[config.mk]
export PLATFORM = sky130hd
export DESIGN_NAME = pi_gpio_regs
export DESIGN_NICKNAME = d
export VERILOG_FILES = /design/src/rtl/pistorm_pkg.sv /design/src/rtl/strobe_sync.sv /design/src/rtl/pi_gpio_regs.sv
export SDC_FILE = /design/constraint.sdc
export NUM_CORES = 1
export LEC_CHECK = 0
export ABC_AREA = 1
export BUFFER_PORTS_ARGS = -buffer_cell sky130_fd_sc_hd__buf_2
export CORE_MARGIN = 2
export CORE_UTILIZATION = 50
export DETAILED_ROUTE_END_ITERATION = 7
export GPL_TIMING_DRIVEN = 1
export HOLD_SLACK_MARGIN = 0.08
export PLACE_DENSITY = 0.86
export RECOVER_POWER = 50
export SYNTH_ARGS = -nofsm -noshare
export SYNTH_HDL_FRONTEND = slang
export SYNTH_SLANG_ARGS = --single-unit
[constraint.sdc]
create_clock -name PI_CLK -period 1.2 [get_ports PI_CLK]
set_input_delay 0.12 -clock PI_CLK [delete_from_list [all_inputs] [get_ports PI_CLK]]
set_output_delay 0.12 -clock PI_CLK [all_outputs]
set_load 0.005 [all_outputs]
[src/rtl/pistorm_pkg.sv]
// Shared definitions for the Pi-facing GPIO register file.
// Register selects, STATUS bit positions and request FSM states.
package pistorm_pkg;

    localparam logic [1:0] REG_DATA    = 2'd0;
    localparam logic [1:0] REG_ADDR_LO = 2'd1;
    localparam logic [1:0] REG_ADDR_HI = 2'd2;
    localparam logic [1:0] REG_STATUS  = 2'd3;

    // STATUS read bits
    localparam int ST_BUSY      = 0;
    localparam int ST_RESET_OUT = 1;
    localparam int ST_OVERRUN   = 2;

    // STATUS write bits
    localparam int ST_WR_RESET_OUT = 1;
    localparam int ST_WR_CLR_OVR   = 2;

    // ADDR_HI write bits
    localparam int HI_SZ = 8;
    localparam int HI_RW = 9;

    typedef enum logic {
        REQ_IDLE = 1'b0,
        REQ_BUSY = 1'b1
    } req_state_t;

endpackage

[src/rtl/strobe_sync.sv]
// Multi-flop synchronizer for an asynchronous strobe plus a rising-edge pulse.
// Ports: clk, rst (sync, active-high), strobe (async in), rise (1-cycle pulse out).
module strobe_sync #(
    parameter int SYNC_STAGES = 2
) (
    input  logic clk,
    input  logic rst,
    input  logic strobe,
    output logic rise
);

    logic [SYNC_STAGES-1:0] sync_q;
    logic                   prev_q;

    always_ff @(posedge clk) begin
        if (rst) begin
            sync_q <= '0;
            prev_q <= 1'b0;
        end else begin
            sync_q <= {sync_q[SYNC_STAGES-2:0], strobe};
            prev_q <= sync_q[SYNC_STAGES-1];
        end
    end

    assign rise = sync_q[SYNC_STAGES-1] & ~prev_q;

endmodule

[src/rtl/pi_gpio_regs.sv]
// Pi-side register file: latches address/data/op from Pi writes and issues one
// 68K bus request at a time to the bus cycle sequencer, capturing read data back.
// Ports: PI_CLK/RST; Pi bus PI_A, PI_RD, PI_WR, PI_D_IN, PI_D_OUT, PI_D_OE,
// PI_TXN_IN_PROGRESS; sequencer BUS_REQ/ADDR/SZ/RW/DOUT, BUS_DONE/DIN/ABORT;
// IPL (interrupt level in), RESET_OUT (hold Amiga in reset).
module pi_gpio_regs
    import pistorm_pkg::*;
#(
    parameter int   SYNC_STAGES    = 2,
    parameter logic RESET_OUT_INIT = 1'b1
) (
    input  logic        PI_CLK,
    input  logic        RST,
    input  logic [1:0]  PI_A,
    input  logic        PI_RD,
    input  logic        PI_WR,
    input  logic [15:0] PI_D_IN,
    output logic [15:0] PI_D_OUT,
    output logic        PI_D_OE,
    output logic        PI_TXN_IN_PROGRESS,
    output logic        BUS_REQ,
    output logic [23:0] BUS_ADDR,
    output logic        BUS_SZ,
    output logic        BUS_RW,
    output logic [15:0] BUS_DOUT,
    input  logic        BUS_DONE,
    input  logic [15:0] BUS_DIN,
    input  logic        BUS_ABORT,
    input  logic [2:0]  IPL,
    output logic        RESET_OUT
);

    req_state_t  state_q, state_d;
    logic        start_q;
    logic [1:0]  a_q;
    logic [15:0] d_q;
    logic [23:0] addr_q;
    logic [15:0] wdata_q;
    logic [15:0] rdata_q;
    logic        sz_q;
    logic        rw_q;
    logic        reset_out_q;
    logic        overrun_q;
    logic        busy;
    logic        hold;
    logic        wr_rise;
    logic        unused_rd_rise;
    logic        wr_data, wr_lo, wr_hi, wr_stat;
    logic        hi_ok, hi_drop;

    strobe_sync #(.SYNC_STAGES(SYNC_STAGES)) u_sync_wr (
        .clk    (PI_CLK),
        .rst    (RST),
        .strobe (PI_WR),
        .rise   (wr_rise)
    );

    // Reads are served combinationally; the synced edge exists only for symmetry.
    strobe_sync #(.SYNC_STAGES(SYNC_STAGES)) u_sync_rd (
        .clk    (PI_CLK),
        .rst    (RST),
        .strobe (PI_RD),
        .rise   (unused_rd_rise)
    );

    assign busy = (state_q == REQ_BUSY);
    // start_q covers the cycle between ADDR_HI commit and BUSY entry.
    assign hold = busy | start_q;

    assign wr_data = wr_rise & (a_q == REG_DATA);
    assign wr_lo   = wr_rise & (a_q == REG_ADDR_LO);
    assign wr_hi   = wr_rise & (a_q == REG_ADDR_HI);
    assign wr_stat = wr_rise & (a_q == REG_STATUS);
    assign hi_ok   = wr_hi & ~hold;
    assign hi_drop = wr_hi & hold;

    always_comb begin
        state_d = state_q;
        unique case (state_q)
            REQ_IDLE: if (start_q) state_d = REQ_BUSY;
            REQ_BUSY: if (BUS_ABORT | BUS_DONE) state_d = REQ_IDLE;
            default:  state_d = REQ_IDLE;
        endcase
    end

    always_ff @(posedge PI_CLK) begin
        if (RST) begin
            state_q     <= REQ_IDLE;
            start_q     <= 1'b0;
            a_q         <= '0;
            d_q         <= '0;
            addr_q      <= '0;
            wdata_q     <= '0;
            rdata_q     <= '0;
            sz_q        <= 1'b0;
            rw_q        <= 1'b1;
            reset_out_q <= RESET_OUT_INIT;
            overrun_q   <= 1'b0;
        end else begin
            state_q <= state_d;
            start_q <= hi_ok;
            // sampled alongside the last WR sync flop
            a_q     <= PI_A;
            d_q     <= PI_D_IN;

            if (wr_data & ~hold) wdata_q <= d_q;
            if (wr_lo & ~hold) addr_q[15:0] <= d_q;
            if (hi_ok) begin
                addr_q[23:16] <= d_q[7:0];
                sz_q          <= d_q[HI_SZ];
                rw_q          <= d_q[HI_RW];
            end

            if (busy & BUS_DONE & ~BUS_ABORT & rw_q) rdata_q <= BUS_DIN;

            if (wr_stat) begin
                reset_out_q <= d_q[ST_WR_RESET_OUT];
                if (d_q[ST_WR_CLR_OVR]) overrun_q <= 1'b0;
            end else if (hi_drop) begin
                overrun_q <= 1'b1;
            end
        end
    end

    always_comb begin
        PI_D_OUT = '0;
        unique case (1'b1)
            (PI_A == REG_DATA):    PI_D_OUT = rdata_q;
            (PI_A == REG_ADDR_LO): PI_D_OUT = addr_q[15:0];
            (PI_A == REG_ADDR_HI): PI_D_OUT = {6'd0, rw_q, sz_q, addr_q[23:16]};
            (PI_A == REG_STATUS):  PI_D_OUT = {IPL, 10'd0, overrun_q, reset_out_q, busy};
            default:               PI_D_OUT = '0;
        endcase
    end

    assign PI_D_OE            = PI_RD;
    assign PI_TXN_IN_PROGRESS = busy;
    assign BUS_REQ            = busy;
    assign BUS_ADDR           = addr_q;
    assign BUS_SZ             = sz_q;
    assign BUS_RW             = rw_q;
    assign BUS_DOUT           = wdata_q;
    assign RESET_OUT          = reset_out_q;

endmodule

## Yosys cells after proc, flatten, opt, wreduce, memory -nomap -nowiden

Index checks and enable logic that the tools add are counted.

- Equal/unequal tests: 7
- Reductions and logical operators: 4
- Bitwise logic cells: 18
- Multiplexer cells: 7

Operator list:

| operator | count |
|---|---|
| 16-bit case mux with 4 select lines | 1 |
| 1-bit AND | 12 |
| 2-bit == test, second input constant | 4 |
| 1-bit 2-to-1 mux | 5 |
| 2-bit by 1-bit == test with 1-bit output, second input constant | 2 |
| 2-bit logical NOT | 2 |
| 1-bit inverter | 4 |
| 2-bit inequality test, second input constant | 1 |
| 1-bit OR | 2 |
| 1-bit case mux with 2 select lines | 1 |
| 2-bit AND reduction | 1 |
| 2-bit nonzero test | 1 |

- Register bits: 83
- Output and inout bits: 62
- Word-level logic and storage cells: 50

## Logic depth before layout (Yosys ltp)

- Word-level depth: 6
- Mapped depth: 7
- Gate-level depth less buffers: 6

## Modules after synthesis

A second synthesis with hierarchy kept.

- Cell total of the unflattened synthesis: 488
- Area, all modules: 3392.0 µm²

By module, submodules not included:

| module | times used | area an instance (µm²) | cells each |
|---|---|---|---|
| pi_gpio_regs | 1 | 3305.7 | 478 |
| strobe_sync | 1 | 86.3 | 10 |

## Worst setup path after synthesis

Ideal clock, no wire load.

- Path kind: flip-flop to flip-flop
- From: register state_q, in the netlist BUS_REQ
- To: register rdata_q[10]
- Path slack: 0.113 ns
- Data arrival time: 0.974 ns
- Path buffers: 1
- Stages on the path, launching flop included: 5
- Library setup time: 0.113 ns
- Cell sequence: dfxtp_1 -> nand4_2 -> buf_2 -> o21ai_1 -> nor2_1

- Longest elaborated chain between the ends: 3

RTL lines:

| what | line | RTL |
|---|---|---|
| from (decl) | pi_gpio_regs.sv:33 | `req_state_t state_q, state_d;` |
| from (signal assigned) | pi_gpio_regs.sv:100 | `state_q <= state_d;` |
| 1-bit AND (3 in series) | pi_gpio_regs.sv:114 | `if (busy & BUS_DONE & ~BUS_ABORT & rw_q) rdata_q <= BUS_DIN;` |
| to (signal assigned) | pi_gpio_regs.sv:94 | `rdata_q <= '0;` |
| to (signal assigned) | pi_gpio_regs.sv:114 |  |
| to (decl) | pi_gpio_regs.sv:39 | `logic [15:0] rdata_q;` |

Every way passes these cells.
A chain may end at the register's enable or synchronous reset.

## Final worst setup path

- From: register state_q, in the netlist BUS_REQ
- To: register addr_q[7], in the netlist BUS_ADDR[7]

- Longest elaborated chain between the ends: 3

RTL lines:

| what | line | RTL |
|---|---|---|
| 1-bit OR | pi_gpio_regs.sv:68 | `assign hold = busy \| start_q;` |
| 1-bit inverter | pi_gpio_regs.sv:107 | `if (wr_lo & ~hold) addr_q[15:0] <= d_q;` |
| 1-bit AND | pi_gpio_regs.sv:107 |  |
| to (signal assigned) | pi_gpio_regs.sv:107 |  |
| to (decl) | pi_gpio_regs.sv:37 | `logic [23:0] addr_q;` |

Every way passes these cells.

==> results_dict.tcl <==
set metrics [dict create \
    outcome "finished with violations" \
    violations "design-rule violations, negative setup slack" \
    drt_iter0_drc 264 \
    area_growth_pct 44.9 \
    avgSynthCellArea_um2 6.89 \
    path_clk_slew_ns 0.08 \
    r2r_end "BUS_ADDR[7]$_SDFFE_PP0P_" \
    setup-violations-final 43 \
    finalHoldViolCount 0 \
    cp_max_fo 26 \
    fin_cells 729 \
    reg2regPathDepth 7 \
    min_from "RST" \
    r2r_slack_ns -0.07 \
    drv_cap 0 \
    ys_ff_latch 83 \
    routed_wl_um 9590 \
    cts_made_buffers 9 \
    clockBufferDepth 2 \
    total_power_w 0.00526 \
    hp-class "in -> reg" \
    power_switching_w 0.00129 \
    rows 29 \
    htree_levels 3 \
    p_clk_frac 0.346 \
    via_per_inst 4.93 \
    p_leak_nw 2.64 \
    core-area_um2 6420 \
    max-vdd-ir-drop_mv 0.736 \
    fmax_ghz 0.786 \
    grtUsageTotal 0.258 \
    place_ws_ns 0.0193 \
    slew_viol_final 0 \
    synthDistinctLibCells 21 \
    antenna_found_initial 0 \
    fillerInstances 478 \
    chipHeight_um 85.9 \
    setup_tns_ns -0.886 \
    routedWlPerCell_um 13.1 \
    drive_above_1_share 0.331 \
    finClkSkew_ns 0.00869 \
    powerDensity_nw_per_um2 1080 \
    ys_seq_area_frac 0.496 \
    ant_nets 0 \
    fin_ws_ns -0.0718 \
    antenna_cells 0 \
    holdPathStages 4 \
    crit_start "BUS_REQ$_SDFF_PP0_" \
    dp_hpwl_um 6170 \
    netlist.area_leader.share 0.496 \
    grt_max_degree 33 \
    final_common_cell "nor2_1" \
    fin_nets 690 \
    dr_total_vias 3594 \
    yosysWarnings 0 \
    worstMarginPinSlew_ns 0.267 \
    r2r-start "BUS_REQ$_SDFF_PP0_" \
    num_io_pins 105 \
    timing.critical_path.from_type "flop" \
    cts_tree "yes" \
    synth_fp_nets 529 \
    p_sw_frac 0.246 \
    comb_power_share 0.106 \
    crit_type "reg -> reg" \
    crit_required_ns 1.49 \
    clk_root_buffer_cell "clkbuf_8" \
    grt_pass1_wl_um 14700 \
    drc_errors 8 \
    finalCriticalPeriod_ns 1.27 \
    synth_area_leaders "dfxtp_1 (50%), nor2_1 (16%), nand2_1 (13%), inv_1 (8.1%), o21ai_1 (1.9%)" \
    arrival_ns 1.56 \
    die_w_um 85.9 \
    cp-end-kind "flop" \
    grt-ovfl-total 0 \
    place_congestion 0.872 \
    initial_core_util 0.522 \
    p_seq_frac 0.548 \
    cts.sinks 83 \
    grt_pass1_vias 3375 \
    period_share 1.06 \
    mostFrequentLayoutCells "nor2_1 (139), nand2_1 (110), buf_2 (100)" \
    p_int_w 0.00397 \
    stdcell_area_um2 4860 \
    clock_latency_ns 0.35 \
    dr.pass1.iters 8 \
    synth_cells 486 \
    place_inst 656 \
    io_buffers 102 \
    dieArea_um2 7370 \
    relSlewSlack 0.821 \
    placed_cell_area_um2 3980 \
    rsz0062_at_grt "yes" \
    worstHoldEndpoint "BUS_ADDR[2]$_SDFFE_PP0P_" \
    synth_top_cell_by_area "dfxtp_1" \
    syn_area_um2 3350 \
]
[worst max path at each step]
stage / slack, ns / endpoint
after floorplan: 0.11 / rdata_q[10]$_SDFFE_PP0P_
after global placement: 0.09 / BUS_ADDR[12]$_SDFFE_PP0P_
after detailed placement: 0.02 / BUS_ADDR[14]$_SDFFE_PP0P_
after CTS: -0.05 / PI_D_OUT[0]
after global routing: -0.14 / BUS_ADDR[7]$_SDFFE_PP0P_
final: -0.07 / BUS_ADDR[7]$_SDFFE_PP0P_
[per-layer routing]
metal | part of all wire | track usage | wire, um | up-vias
met5 | 0 | 0 | 0 | -
met4 | 0.033 | 0.139 | 318 | 0
met3 | 0.071 | 0.0539 | 685 | 35
met2 | 0.49 | 0.443 | 4730 | 172
met1 | 0.40 | 0.299 | 3850 | 1619
li1 | - | - | - | 1768
[stage by stage]
stage / hold WS (ns) / util
finish: 0.144 / 0.756
detailed placement: 0.240 / 0.620
global placement: 0.240 / 0.620
floorplan: 0.227 / -
global route: 0.165 / 0.756
CTS: 0.121 / 0.736
[timing repair]
item                                    4_1_cts  5_1_grt
pin swaps                                     7       12
endpoints found under the hold margin        36        0
hold buffers                                 37        0
setup buffers                                14        6
gates resized for setup                      36       41
endpoints found under the setup margin        9       74
[cell families after synthesis]
group                  after synthesis  share of synthesized area
flip-flops                          83                      0.496
buffers and inverters               97                      0.121
AO/OA/AOI/OAI                       31                     0.0586
AND/OR/NAND/NOR                    275                      0.324
[power groups by stage]
stage / combinational [W] / sequential, W / clock [W]
after floorplan: 0.000216 / 0.00294 / 0
after detailed placement: 0.000405 / 0.00295 / 0
final: 0.000558 / 0.00288 / 0.00182
after global placement: 0.000397 / 0.00294 / 0
after global routing: 0.000614 / 0.00289 / 0.00197
after CTS: 0.000522 / 0.00288 / 0.00183
[cell type report]
class | instances | area (um^2) | share of cell area
Sequential cell | 83 | 1690 | 0.347
Multi-Input combinational cell | 306 | 1410 | 0.291
Tap cell | 77 | 96.3 | 0.0198
Clock inverter | 2 | 10.0 | 0.00206
Timing Repair Buffer | 173 | 1210 | 0.248
Clock buffer | 14 | 163 | 0.0335
Inverter | 74 | 283 | 0.0582
[critical path, cell delays in order, from the launching register on]
cell and delay, ns:
dfxtp_4 0.36, buf_4 0.15, nor2_4 0.14, nand3_2 0.13
buf_12 0.19, nand2_1 0.07, nand2_1 0.06, nor2_1 0.11
[cells in the mapped netlist]
master,number
o221ai_1,7
buf_6,3
inv_2,2
nor2_1,144
clkbuf_1,8
dfxtp_1,83
nor3_1,1
nor2_4,2
nor2_2,1
buf_4,2
o21ai_1,13
o21ai_0,6
buf_2,10
nand4_2,1
nand3_1,5
o2111ai_1,2
nand2_1,116
nand3_2,2
nand4_1,3
o211ai_1,3
inv_1,72
[flip-flops by register name, summed over array words and instances (netlist names)]
signal and cells:
overrun_q 1, RESET_OUT 1, BUS_SZ 1, BUS_RW 1, BUS_ADDR 24, a_q 2
u_sync_wr.sync_q 2, u_sync_wr.prev_q 1, d_q 16, BUS_DOUT 16, rdata_q 16, start_q 1
BUS_REQ 1
Power figures use the tool's default switching activity.
